`config.mk`:
```
export PLATFORM = sky130hd
export DESIGN_NAME = tiny_nn_stream_arb
export DESIGN_NICKNAME = d
export VERILOG_FILES = /design/src/rtl/tiny_nn_stream_arb.sv
export SDC_FILE = /design/constraint.sdc
export NUM_CORES = 1
export LEC_CHECK = 0
export BUFFER_PORTS_ARGS = -buffer_cell sky130_fd_sc_hd__buf_2
export CAP_MARGIN = 20
export CORE_MARGIN = 10
export CORE_UTILIZATION = 35
export DETAILED_ROUTE_END_ITERATION = 12
export HOLD_SLACK_MARGIN = 0.03
export PLACE_DENSITY = 0.51
export SLEW_MARGIN = 20
export SYNTH_ARGS = -nofsm -noshare
export SYNTH_HDL_FRONTEND = slang
export SYNTH_SLANG_ARGS = --single-unit
export TNS_END_PERCENT = 20
```
`constraint.sdc`:
```
create_clock -name clk_i -period 4.4 [get_ports clk_i]
set_clock_uncertainty 0.2 [all_clocks]
set_input_delay 0.44 -clock clk_i [delete_from_list [all_inputs] [get_ports clk_i]]
set_output_delay 0.44 -clock clk_i [all_outputs]
set_load 0.01 [all_outputs]
```
`src/rtl/tiny_nn_stream_arb.sv`:
```
// Packet-granular arbiter for the tiny NN accelerator's 16-bit command/data input; returns
// convolve result bytes to their owner. Define TINY_NN_ARB_FIXED_PRIO_EN for fixed priority.
module tiny_nn_stream_arb #(
    parameter int unsigned NumReq        = 2,
    parameter int unsigned CountWidth    = 12,
    parameter int unsigned ParamWords    = 8,
    parameter logic [15:0] IdleWord      = 16'hFFFF,
    parameter logic [3:0]  CmdOpConvolve = 4'h1
) (
    input  logic                      clk_i,
    input  logic                      rst_ni,
    input  logic [NumReq-1:0]         req_valid_i,
    input  logic [NumReq*16-1:0]      req_data_i,
    output logic [NumReq-1:0]         req_ready_o,
    output logic [15:0]               nn_data_o,
    input  logic [7:0]                nn_data_i,
    output logic                      res_valid_o,
    output logic [$clog2(NumReq)-1:0] res_id_o,
    output logic [7:0]                res_data_o,
    output logic                      busy_o,
    output logic [NumReq-1:0]         underrun_o,
    input  logic                      clear_err_i
);

    localparam int unsigned    IdW       = $clog2(NumReq);
    localparam int unsigned    PcW       = (ParamWords > 1) ? $clog2(ParamWords) : 1;
    localparam int unsigned    EcW       = CountWidth + 1;
    localparam logic [PcW-1:0] ParamLast = PcW'(ParamWords - 1);

    localparam logic [1:0] StIdle  = 2'd0;
    localparam logic [1:0] StParam = 2'd1;
    localparam logic [1:0] StExec  = 2'd2;

    function automatic logic is_convolve(input logic [15:0] hdr);
        return (hdr[15:12] == CmdOpConvolve);
    endfunction

    function automatic logic [15:0] req_word(input logic [NumReq*16-1:0] data,
                                             input logic [IdW-1:0]       id);
        return data[{id, 4'b0000} +: 16];
    endfunction

    logic [1:0]            state_r;
    logic [1:0]            next_state_s;
    logic [IdW-1:0]        grant_r;
    logic [CountWidth-1:0] count_r;
    logic [PcW-1:0]        param_cnt_r;
    logic [EcW-1:0]        exec_cnt_r;
    logic [15:0]           nn_data_r;
    logic                  out_exec_r;
    logic [IdW-1:0]        out_id_r;
    logic                  res_valid_r;
    logic [IdW-1:0]        res_id_r;
    logic [7:0]            res_data_r;
    logic                  busy_r;
    logic [NumReq-1:0]     underrun_r;

    logic [NumReq-1:0]     ready_s;
    logic [15:0]           word_s;
    logic                  exec_word_s;
    logic [NumReq-1:0]     und_set_s;
    logic                  win_found_s;
    logic [IdW-1:0]        win_id_s;
    logic [15:0]           hdr_s;
    logic [15:0]           grant_word_s;

    assign hdr_s        = req_word(req_data_i, win_id_s);
    assign grant_word_s = req_word(req_data_i, grant_r);

`ifdef TINY_NN_ARB_FIXED_PRIO_EN
    // Fixed-priority winner search: lowest index wins.
    always_comb begin
        logic [IdW-1:0] cand;
        win_found_s = 1'b0;
        win_id_s    = '0;
        cand        = '0;
        for (int unsigned k = 32'd0; k < NumReq; k++) begin
            cand = IdW'(k);
            if (req_valid_i[cand] && !win_found_s) begin
                win_found_s = 1'b1;
                win_id_s    = cand;
            end else begin
                win_found_s = win_found_s;
            end
        end
    end
`else
    logic [IdW-1:0] last_r;

    // Round-robin winner search starting just after the last granted requester.
    always_comb begin
        logic [IdW-1:0] cand;
        win_found_s = 1'b0;
        win_id_s    = '0;
        cand        = '0;
        for (int unsigned k = 32'd1; k <= NumReq; k++) begin
            cand = IdW'((32'(last_r) + k) % NumReq);
            if (req_valid_i[cand] && !win_found_s) begin
                win_found_s = 1'b1;
                win_id_s    = cand;
            end else begin
                win_found_s = win_found_s;
            end
        end
    end

    // Pointer advances on every Idle grant, single-word packets included.
    always_ff @(posedge clk_i or negedge rst_ni) begin
        if (!rst_ni) begin
            last_r <= IdW'(NumReq - 1);
        end else if ((state_r == StIdle) && win_found_s) begin
            last_r <= win_id_s;
        end
    end
`endif

    // Next state, handshake and the word presented to the core this cycle.
    always_comb begin
        next_state_s = state_r;
        ready_s      = '0;
        word_s       = IdleWord;
        exec_word_s  = 1'b0;
        und_set_s    = '0;
        case (state_r)
            StIdle: begin
                if (win_found_s) begin
                    ready_s[win_id_s] = 1'b1;
                    word_s            = hdr_s;
                    if (is_convolve(hdr_s)) begin
                        next_state_s = StParam;
                    end else begin
                        next_state_s = StIdle;
                    end
                end else begin
                    word_s = IdleWord;
                end
            end
            StParam, StExec: begin
                // The core cannot stall: a missing word becomes fp zero but still uses its slot.
                ready_s[grant_r] = 1'b1;
                if (req_valid_i[grant_r]) begin
                    word_s = grant_word_s;
                end else begin
                    word_s             = 16'h0000;
                    und_set_s[grant_r] = 1'b1;
                end
                if (state_r == StParam) begin
                    if (param_cnt_r == ParamLast) begin
                        next_state_s = StExec;
                    end else begin
                        next_state_s = StParam;
                    end
                end else begin
                    exec_word_s = 1'b1;
                    if (exec_cnt_r == '0) begin
                        next_state_s = StIdle;
                    end else begin
                        next_state_s = StExec;
                    end
                end
            end
            default: begin
                next_state_s = StIdle;
            end
        endcase
    end

    // Packet bookkeeping: owner, length and the per-phase word counters.
    always_ff @(posedge clk_i or negedge rst_ni) begin
        if (!rst_ni) begin
            grant_r     <= '0;
            count_r     <= '0;
            param_cnt_r <= '0;
            exec_cnt_r  <= '0;
        end else begin
            case (state_r)
                StIdle: begin
                    if (win_found_s && is_convolve(hdr_s)) begin
                        grant_r     <= win_id_s;
                        count_r     <= hdr_s[CountWidth-1:0];
                        param_cnt_r <= '0;
                    end
                end
                StParam: begin
                    param_cnt_r <= param_cnt_r + PcW'(1);
                    if (param_cnt_r == ParamLast) begin
                        // 2*(count+1)-1 without an adder: append a one below count.
                        exec_cnt_r <= {count_r, 1'b1};
                    end
                end
                StExec: begin
                    if (exec_cnt_r != '0) begin
                        exec_cnt_r <= exec_cnt_r - EcW'(1);
                    end
                end
                default: begin
                    param_cnt_r <= '0;
                end
            endcase
        end
    end

    // State and registered core-facing word.
    always_ff @(posedge clk_i or negedge rst_ni) begin
        if (!rst_ni) begin
            state_r    <= StIdle;
            busy_r     <= 1'b0;
            nn_data_r  <= IdleWord;
            out_exec_r <= 1'b0;
            out_id_r   <= '0;
        end else begin
            state_r    <= next_state_s;
            busy_r     <= (next_state_s != StIdle);
            nn_data_r  <= word_s;
            out_exec_r <= exec_word_s;
            out_id_r   <= grant_r;
        end
    end

    // Capture the core's byte one cycle after each Exec word is on its input.
    always_ff @(posedge clk_i or negedge rst_ni) begin
        if (!rst_ni) begin
            res_valid_r <= 1'b0;
            res_id_r    <= '0;
            res_data_r  <= 8'h00;
        end else begin
            res_valid_r <= out_exec_r;
            if (out_exec_r) begin
                res_id_r   <= out_id_r;
                res_data_r <= nn_data_i;
            end
        end
    end

    // Sticky gap flags; a new gap beats a simultaneous clear.
    always_ff @(posedge clk_i or negedge rst_ni) begin
        if (!rst_ni) begin
            underrun_r <= '0;
        end else begin
            underrun_r <= (underrun_r & ~{NumReq{clear_err_i}}) | und_set_s;
        end
    end

    assign req_ready_o = ready_s & {NumReq{rst_ni}};
    assign nn_data_o   = nn_data_r;
    assign res_valid_o = res_valid_r;
    assign res_id_o    = res_id_r;
    assign res_data_o  = res_data_r;
    assign busy_o      = busy_r;
    assign underrun_o  = underrun_r;

endmodule
```
# Word-level counts from Yosys, hierarchy flattened
# Index checks and enable logic that the tools add are counted.
[totals] out_inout_bits=31 reg_bits=63 word_cells=87 inputBits=45
[op_classes] n_addsub=4 n_bitwise=5 n_eq_ne=7 n_reduce_logical=15 shift=2 magnitude_cmp=6 mux=34
[ops] cell="32-bit by 6-bit variable part select with 16-bit output" n=2
[ops] cell="16-bit two-way mux" n=2
[ops] cell="16-bit one-hot mux with 2 select lines" n=1
[ops] cell="13-bit two-way mux" n=2
[ops] cell="13-bit one-hot mux with 2 select lines" n=1
[ops] cell="1-bit two-way mux" n=15
[ops] cell="2-bit two-way mux" n=7
[ops] cell="13-bit logical NOT" n=1
[ops] cell="13-bit nonzero test" n=1
[ops] cell="13-bit by 1-bit subtractor with 13-bit output, second input constant" n=1
[ops] cell="3-bit one-hot mux with 3 select lines" n=1
[ops] cell="1-bit by 2-bit < comparator with 1-bit output, second input constant" n=4
[ops] cell="2-bit one-hot mux with 2 select lines" n=2
[ops] cell="1-bit logical AND" n=5
[ops] cell="2-bit bitwise AND" n=2
[ops] cell="4-bit by 1-bit == test with 1-bit output, second input constant" n=1
[ops] cell="2-bit by 1-bit inequality test with 1-bit output, second input constant" n=2
[ops] cell="2-bit AND reduction" n=2
[ops] cell="2-bit nonzero test" n=2
[ops] cell="3-bit by 1-bit adder with 3-bit output, second input constant" n=1
[ops] cell="3-bit == test, second input constant" n=1
[ops] cell="3-bit two-way mux" n=1
[ops] cell="3-bit AND reduction" n=1
[ops] cell="1-bit adder, second input constant" n=2
[ops] cell="11 further kinds" n=13

# Longest topological paths before layout
# Gate-level depths: netlist of the first run.
[logic_depth] word_depth=14 ltp_mapped=8 mapped_depth_nobuf=6

# Least setup slack after synthesis of the first run
# Ideal clock, no wire load.
[synth_timing] path_type="input port to output port" from="input port req_valid_i[1]" to="output port req_ready_o[1]" path_buffers=2 required_time_ns=3.760 t_arrival_ns=1.493 cell_stages=5 path_slack_ns=2.267 path_cell_list="buf_4 > a21boi_1 > buf_2 > nand2_1 > a21oi_1"
[synth_via] elab_chain_len=13 word_cells_on_any_way=18 cone_classes="order compare: 2; mux: 12; bitwise: 1; reduce/logical: 3"
[synth_rtl] item="start: declaration" line_no="12" text="input logic [NumReq-1:0] req_valid_i,"
[synth_rtl] item="1-bit two-way mux (implied by the code) (2 in a row)" line_no="98" text="if (req_valid_i[cand] && !win_found_s) begin"
[synth_rtl] item="1-bit two-way mux" line_no="98"
[synth_rtl] item="1-bit logical NOT" line_no="98"
[synth_rtl] item="1-bit logical AND" line_no="98"
[synth_rtl] item="1-bit two-way mux" line_no="98"
[synth_rtl] item="1-bit by 2-bit < comparator with 1-bit output (implied by the code) or 1-bit >= comparator (tied branches)" line_no="127" text="ready_s[win_id_s] = 1'b1;"
[synth_rtl] item="1-bit logical AND (implied by the code)" line_no="127"
[synth_rtl] item="1-bit two-way mux (implied by the code)" line_no="127"
[synth_rtl] item="1-bit demux with 1-bit select" line_no="127"
[synth_rtl] item="2-bit two-way mux *" line_no="126" text="if (win_found_s) begin"
[synth_rtl] item="2-bit one-hot mux with 2 select lines *" line_no="124" text="case (state_r)"
[synth_rtl] item="2-bit bitwise AND *" line_no="244" text="assign req_ready_o = ready_s & {NumReq{rst_ni}};"
[synth_rtl] item="end: declaration" line_no="14" text="output logic [NumReq-1:0] req_ready_o,"
# Every way passes the cells marked *; elsewhere a longest branch is shown, timed or not. The select of a mux whose other input is x is not followed.

# Worst setup path in the final report of the first run
[layout_timing] from="register state_r[0]" to="output port req_ready_o[1]"
[layout_via] elab_chain_len=4 word_cells_on_any_way=6 cone_classes="eq/ne: 2; mux: 1; bitwise: 1; reduce/logical: 2"
[layout_rtl] item="start: declaration" line_no="43" text="logic [1:0] state_r;"
[layout_rtl] item="start signal: assignment" line_no="206" text="state_r <= StIdle;"
[layout_rtl] item="start signal: assignment" line_no="212" text="state_r <= next_state_s;"
[layout_rtl] item="2-bit by 1-bit == test with 1-bit output or 2-bit == test (tied branches)" line_no="124"
[layout_rtl] item="2-bit OR reduction" line_no="124"
[layout_rtl] item="2-bit one-hot mux with 2 select lines *" line_no="124"
[layout_rtl] item="2-bit bitwise AND *" line_no="244"
# Every way passes the cells marked *; elsewhere a longest branch is shown, timed or not.

==> flow_summary.json, run 1 <==
{
  "fp-row-count": 36,
  "place_congestion": 0.879,
  "grt_max_degree": 64,
  "rsz0062_at_grt": "no",
  "die_area_mm2": 0.0147,
  "ys_ff_latch": 63,
  "holdPathStages": 2,
  "crit_family": "adder cells",
  "tightest_slew_ns": 0.890,
  "synth_edf_count": 0,
  "drcViolationCount": 0,
  "layout.nets": 454,
  "slew_viol_final": 0,
  "die_x_um": 121,
  "cellLeakagePower_uw": 0.00200,
  "routed-via-count": 2853,
  "synthTopCellsByCount": "46 x dfrtp_1, 32 x nand2_1, 29 x mux2i_1, 25 x mux2_2, 21 x inv_1",
  "fin_area_mm2": 0.00426,
  "cts_hold_buf": 0,
  "crit_path_max_fanout": 20,
  "crit_cells": 4,
  "setup_viol": 0,
  "path_buf_inv": 1,
  "clock_latency_ns": 0.34,
  "postCtsSetupRepairBufs": 0,
  "synth_most_common_cell": "dfrtp_1",
  "syn_to_final_growth_pct": 18.8,
  "via_per_inst": 5.28,
  "p_per_area_mw_per_mm2": 672,
  "placed_area_mm2": 0.00405,
  "reg2reg_depth": 6,
  "yosys-top-cells-area": "dfrtp_1 32%, dfstp_2 12%, mux2i_1 8.1%",
  "drtAntennaViolNets": 0,
  "min_period_ns": 2.50,
  "clk_pin_slew_ns": 0.07,
  "ioPinCount": 76,
  "root_buffer": "clkbuf_8",
  "cp-start-kind": "flip-flop",
  "ctsLongestPathBuffers": 2,
  "hold_violations": 0,
  "grt_antenna_before_repair": 0,
  "htree_levels": 3,
  "max_freq_mhz": 400,
  "path_cells": "ha_1 > nand2b_1 > a21oi_1 > buf_2",
  "yosysUniqueCellTypes": 62,
  "post-dp-hpwl_um": 6960,
  "avgSynthCellArea_um2": 10.7,
  "grt_pass1_wl_um": 15500,
  "syn_nets": 388,
  "antenna_cells": 0,
  "coreArea_mm2": 0.00986,
  "yosys_warnings": 0,
  "cts_made_buffers": 9,
  "drtIter0Drc": 153,
  "tritoncts": "yes",
  "post-synth-top-area-cell": "dfrtp_1",
  "synth_ff_type": "dfrtp_1",
  "gr-usage-all-layers_pct": 13.1,
  "vdd_drop_max_mv": 0.268,
  "fill_cells": 963,
  "required_ns": 3.76,
  "syn_area_mm2": 0.00359,
  "post_drt_wl_per_cell_um": 17.9,
  "arrival_ns": 1.86,
  "grt_pass1_vias": 2941,
  "firstDrtPassIters": 4,
  "slowest_delay_ns": 0.71,
  "port_buffers": 75,
  "grt-ovfl-total": 0,
  "end_kind": "output pin",
  "hp-class": "input pin to flip-flop",
  "tns_ns": 0,
  "clock_sinks": 63,
  "layout_worst_path_cycle_share_pct": 56.9,
  "drv_cap": 0,
  "slowest_stage": "ha_1",
  "max_slew_margin_pct": 40.7,
  "die_h_um": 121,
  "finalWirelength_um": 9670,
  "synth_seq_area_share_pct": 44.5,
  "synthDominantCellAreaShare_pct": 32.1,
  "drive_gt1_share_pct": 37.8,
  "status": "completed",
  "crit_type": "flip-flop to output pin",
  "synthesis.instances": 336,
  "cts_resized": 0,
  "initial_core_util_pct": 36.4,
  "ys_async_sr_fraction_pct": 100
}
[path summary, 6_finish.rpt]
path	from	endpoint	slack, ns
max	state_r[0]$_DFF_PN0_	req_ready_o[1]	1.90
min	nn_data_i[6]	res_data_o[6]$_DFFE_PN0P_	0.13
max reg2reg	exec_cnt_r[0]$_DFFE_PN0P_	exec_cnt_r[1]$_DFFE_PN0P_	2.02
min reg2reg	out_id_r$_DFF_PN0_	res_id_o$_DFFE_PN0P_	0.29
max in group asynchronous	rst_ni	underrun_o[0]$_DFF_PN0_	3.29
min in group asynchronous	rst_ni	exec_cnt_r[5]$_DFFE_PN0P_	0.18
[power breakdown]
| group | internal [uW] | leakage, uW | switching, uW | total [uW] |
|---|---|---|---|---|
| Sequential | 904 | 0.000716 | 219 | 1120 |
| Clock | 318 | 0.000110 | 238 | 556 |
| Combinational | 541 | 0.00117 | 643 | 1180 |
| Total | 1760 | 0.00200 | 1100 | 2860 |
[area by class of cell]
cell class                      count  area, um2  area share (%)
Tap cell                          133        166            3.90
Clock inverter                      6       83.8            1.97
Inverter                           21       78.8            1.85
Timing Repair Buffer               79        405            9.51
Multi-Input combinational cell    228       1800            42.3
Clock buffer                       10        128            2.99
Sequential cell                    63       1600            37.5
[routing by layer]
layer | vias to the layer above | GRT usage, % | share of wire (%)
met2 | 75 | 21.7 | 48
li1 | 1378 | - | -
met3 | 7 | 4.23 | 6.1
met4 | 0 | 3.58 | 0.88
met5 | - | 0 | 0
met1 | 1393 | 16.0 | 45
[state kept, by name, summed over array words and instances, names as in the netlist]
| register | count |
|---|---|
| nn_data_o | 16 |
| exec_cnt_r | 13 |
| count_r | 12 |
| res_data_o | 8 |
| param_cnt_r | 3 |
| state_r | 2 |
| underrun_o | 2 |
| busy_o | 1 |
| grant_r | 1 |
| last_r | 1 |
| out_exec_r | 1 |
| out_id_r | 1 |
| res_id_o | 1 |
| res_valid_o | 1 |
[cells by family (layout without fill, tap and decap cells)]
kind of cell / count (synthesis) / in the layout / synth area share, %
AO/OA/AOI/OAI: 71 / 71 / 16.9
buffers and inverters: 45 / 116 / 5.33
adder cells (fa/ha/maj): 7 / 7 / 2.44
multiplexers: 57 / 57 / 16.9
AND/OR/NAND/NOR: 93 / 93 / 13.9
flip-flops: 63 / 63 / 44.5
[layout by cell type, fill, tap and decap left out, types with 3 or more instances in the layout]
master	synthesis	final
a211oi_1	3	3
a21oi_1	4	4
a221o_1	16	16
a22o_1	3	3
a31oi_1	4	4
a32oi_1	3	3
buf_2	3	75
buf_4	1	4
clkbuf_8	0	9
clkinv_2	0	3
dfrtp_1	46	46
dfstp_2	17	17
ha_1	7	7
inv_1	21	21
mux2_1	3	3
mux2_2	25	25
mux2i_1	29	29
nand2_1	32	32
nand2b_1	3	3
nand3_1	13	13
nor2_1	11	11
nor2b_1	4	3
nor3_1	5	5
nor3b_1	3	3
o211ai_1	6	6
o21ai_0	6	6
o22ai_1	4	4
o32ai_1	3	3
or4_1	3	3
[per-stage QoR]
step                util (%)  total power [uW]  worst slack, ns  hold slack, ns  std cells
finish                  43.2              2860             1.90           0.131        540
global route            43.2              3090             1.71           0.109        540
global placement        41.0              2320             1.85           0.269        524
detailed placement      41.0              2330             1.75           0.270        524
floorplan                  -              1940             2.27         -0.0556        336
CTS                     43.2              2900             1.74           0.116        540
[worst register-to-register path, cell delays in order, from the launching register on]
cell     delay, ns
dfrtp_1       0.42
inv_1         0.07
ha_1          0.22
nor3b_2       0.45
nand2_1       0.18
o31ai_2       0.37
mux2_1        0.37
(Power assumes the default switching activity.)
==> inputs of run 2 (changes only) <==
- PLACE_DENSITY: 0.51 -> 0.53
- clock period: 4.4 -> 2 ns (I/O delays scaled with it)
==> flow_summary.json, run 2 (synthesized netlist as in run 1, its figures left out) <==
{
  "hold_violations": 0,
  "hold_start": "req_data_i[16]",
  "crit_type": "flip-flop to flip-flop",
  "crit_cells": 4,
  "final_common_cell": "buf_2",
  "grt-ovfl-total": 0,
  "cts_made_buffers": 9,
  "r2r_start": "exec_cnt_r[8]$_DFFE_PN0P_",
  "die_area_mm2": 0.0147,
  "r2r_setup_slack_ns": -0.03,
  "layout.nets": 545,
  "max_slew_margin_pct": 45.1,
  "gr-usage-all-layers_pct": 14.9,
  "path_buf_inv": 0,
  "drtAntennaViolNets": 0,
  "coreArea_mm2": 0.00986,
  "syn_to_final_growth_pct": 45.4,
  "netSwitchingPower_uw": 2740,
  "crit_path_max_fanout": 3,
  "p_per_area_mw_per_mm2": 1410,
  "root_buffer": "clkbuf_8",
  "clk_pin_slew_ns": 0.08,
  "setup_viol": 2,
  "setup_ws_ns": -0.0315,
  "drv_cap": 0,
  "ioPinCount": 76,
  "drtIter0Drc": 152,
  "grt_pass1_wl_um": 17700,
  "hp-class": "input pin to flip-flop",
  "largest_reg_flops": 16,
  "use_met2_pct": 24.7,
  "port_buffers": 75,
  "path_cells": "or4_4 > or4_4 > o2111ai_2 > nand2_1",
  "min_period_ns": 2.03,
  "switching_share_pct": 37.2,
  "layout_worst_path_cycle_share_pct": 102,
  "slowest_stage": "or4_4",
  "setup.worst_path.end": "exec_cnt_r[2]$_DFFE_PN0P_",
  "slew_viol_final": 0,
  "crit_start": "exec_cnt_r[8]$_DFFE_PN0P_",
  "mostFrequentLayoutCells": "75 x buf_2, 51 x buf_4, 46 x dfrtp_1",
  "rsz0062_at_grt": "yes",
  "die_x_um": 121,
  "drive_gt1_share_pct": 45.0,
  "fin_area_mm2": 0.00522,
  "die_h_um": 121,
  "pwr-share-seq_pct": 32.1,
  "tightest_slew_ns": 0.824,
  "post-dp-hpwl_um": 7420,
  "required_ns": 2.03,
  "clock_latency_ns": 0.34,
  "violations": "setup timing",
  "drcViolationCount": 0,
  "cellLeakagePower_uw": 0.00245,
  "use_met3_pct": 4.28,
  "crit_top_cell": "or4_4",
  "crit_family": "simple AND/OR/NAND/NOR gates",
  "fp-row-count": 36,
  "slowest_delay_ns": 0.54,
  "worstReg2RegEnd": "exec_cnt_r[2]$_DFFE_PN0P_",
  "p_comb_share_pct": 50.5,
  "status": "finished, violations left",
  "pwr-share-clk_pct": 17.3,
  "fill_cells": 874,
  "clock_sinks": 63,
  "finalWirelength_um": 10800,
  "grt_antenna_before_repair": 0,
  "use_met1_pct": 17.7,
  "grt_pass1_vias": 3506,
  "place_congestion": 0.863,
  "top_usage_layer": "met2",
  "end_kind": "flip-flop",
  "dpl.cell_count": 567,
  "via_per_inst": 5.19,
  "routed-via-count": 3282,
  "firstDrtPassIters": 4,
  "power.internal_uw": 4620,
  "initial_core_util_pct": 36.4,
  "vdd_drop_max_mv": 0.641,
  "grt_max_degree": 64,
  "final_cells": 632,
  "reg2reg_depth": 4,
  "tritoncts": "yes",
  "max_freq_mhz": 492,
  "arrival_ns": 2.06,
  "cp-start-kind": "flip-flop",
  "ctsLongestPathBuffers": 2,
  "post_drt_wl_per_cell_um": 17.1,
  "htree_levels": 3,
  "final_core_util_pct": 52.9,
  "placed_area_mm2": 0.00440
}
-- run 2: power groups by stage --
| stage | clock network, uW | logic (uW) | registers [uW] |
|---|---|---|---|
| 5_1_grt | 1390 | 4050 | 2460 |
| 3_5_place_dp | 0 | 3250 | 2380 |
| 6_report | 1280 | 3720 | 2370 |
| 4_1_cts | 1320 | 3650 | 2360 |
| 2_1_floorplan | 0 | 1790 | 2480 |
| 3_3_place_gp | 0 | 3220 | 2360 |
-- run 2: worst min path at each step --
stage / endpoint / slack, ns / cells past startpoint
after floorplan: busy_o$_DFF_PN0_ / -0.30 / 0
after CTS: nn_data_o[15]$_DFF_PN1_ / 0.03 / 4
after detailed placement: res_data_o[5]$_DFFE_PN0P_ / 0.24 / 2
after global placement: res_data_o[6]$_DFFE_PN0P_ / 0.23 / 2
final: nn_data_o[0]$_DFF_PN1_ / 0.05 / 4
after global routing: nn_data_o[14]$_DFF_PN1_ / 0.05 / 4
-- run 2: stage by stage --
| stage | setup WS (ns) | setup TNS, ns | hold slack [ns] | power (uW) |
|---|---|---|---|---|
| after floorplan | -0.0649 | -0.230 | -0.296 | 4280 |
| after global placement | -0.226 | -3.68 | 0.235 | 5590 |
| after detailed placement | -0.126 | -0.499 | 0.237 | 5630 |
| after CTS | -0.0560 | -0.141 | 0.0303 | 7330 |
| after global routing | -0.0894 | -0.477 | 0.0503 | 7900 |
| final | -0.0315 | -0.0371 | 0.0465 | 7360 |
-- run 2: tightest hold or removal path, delay by kind of cell --
kind	cells	cell delay [ns]
muxes	1	0.08
buffers and inverters	1	0.09
and+or+nand+nor	1	0.07
AOI/OAI and AO/OA	1	0.13
-- run 2: area by class of cell --
type	count	area, um2	area share (%)
inverter	21	82.6	1.58
clock buffer	9	124	2.37
sequential	63	1600	30.6
clock inverter	7	103	1.97
antenna	1	2.50	0.0480
multi-input combinational	228	1910	36.6
timing repair buffer	170	1230	23.6
tap	133	166	3.19
-- run 2: metal layers --
metal	share of wire (%)	up-vias
li1	-	1563
met1	43	1618
met2	50	82
met3	4.3	19
met4	2.5	0
met5	0	-
-- run 2: timing repair --
action / in CTS / in global routing
setup buffers: 8 / 1
pin swaps: 3 / 7
hold buffers: 40 / 0
gates resized for setup: 15 / 12
setup endpoints to repair: 10 / 17
endpoints found under the hold margin: 79 / 0
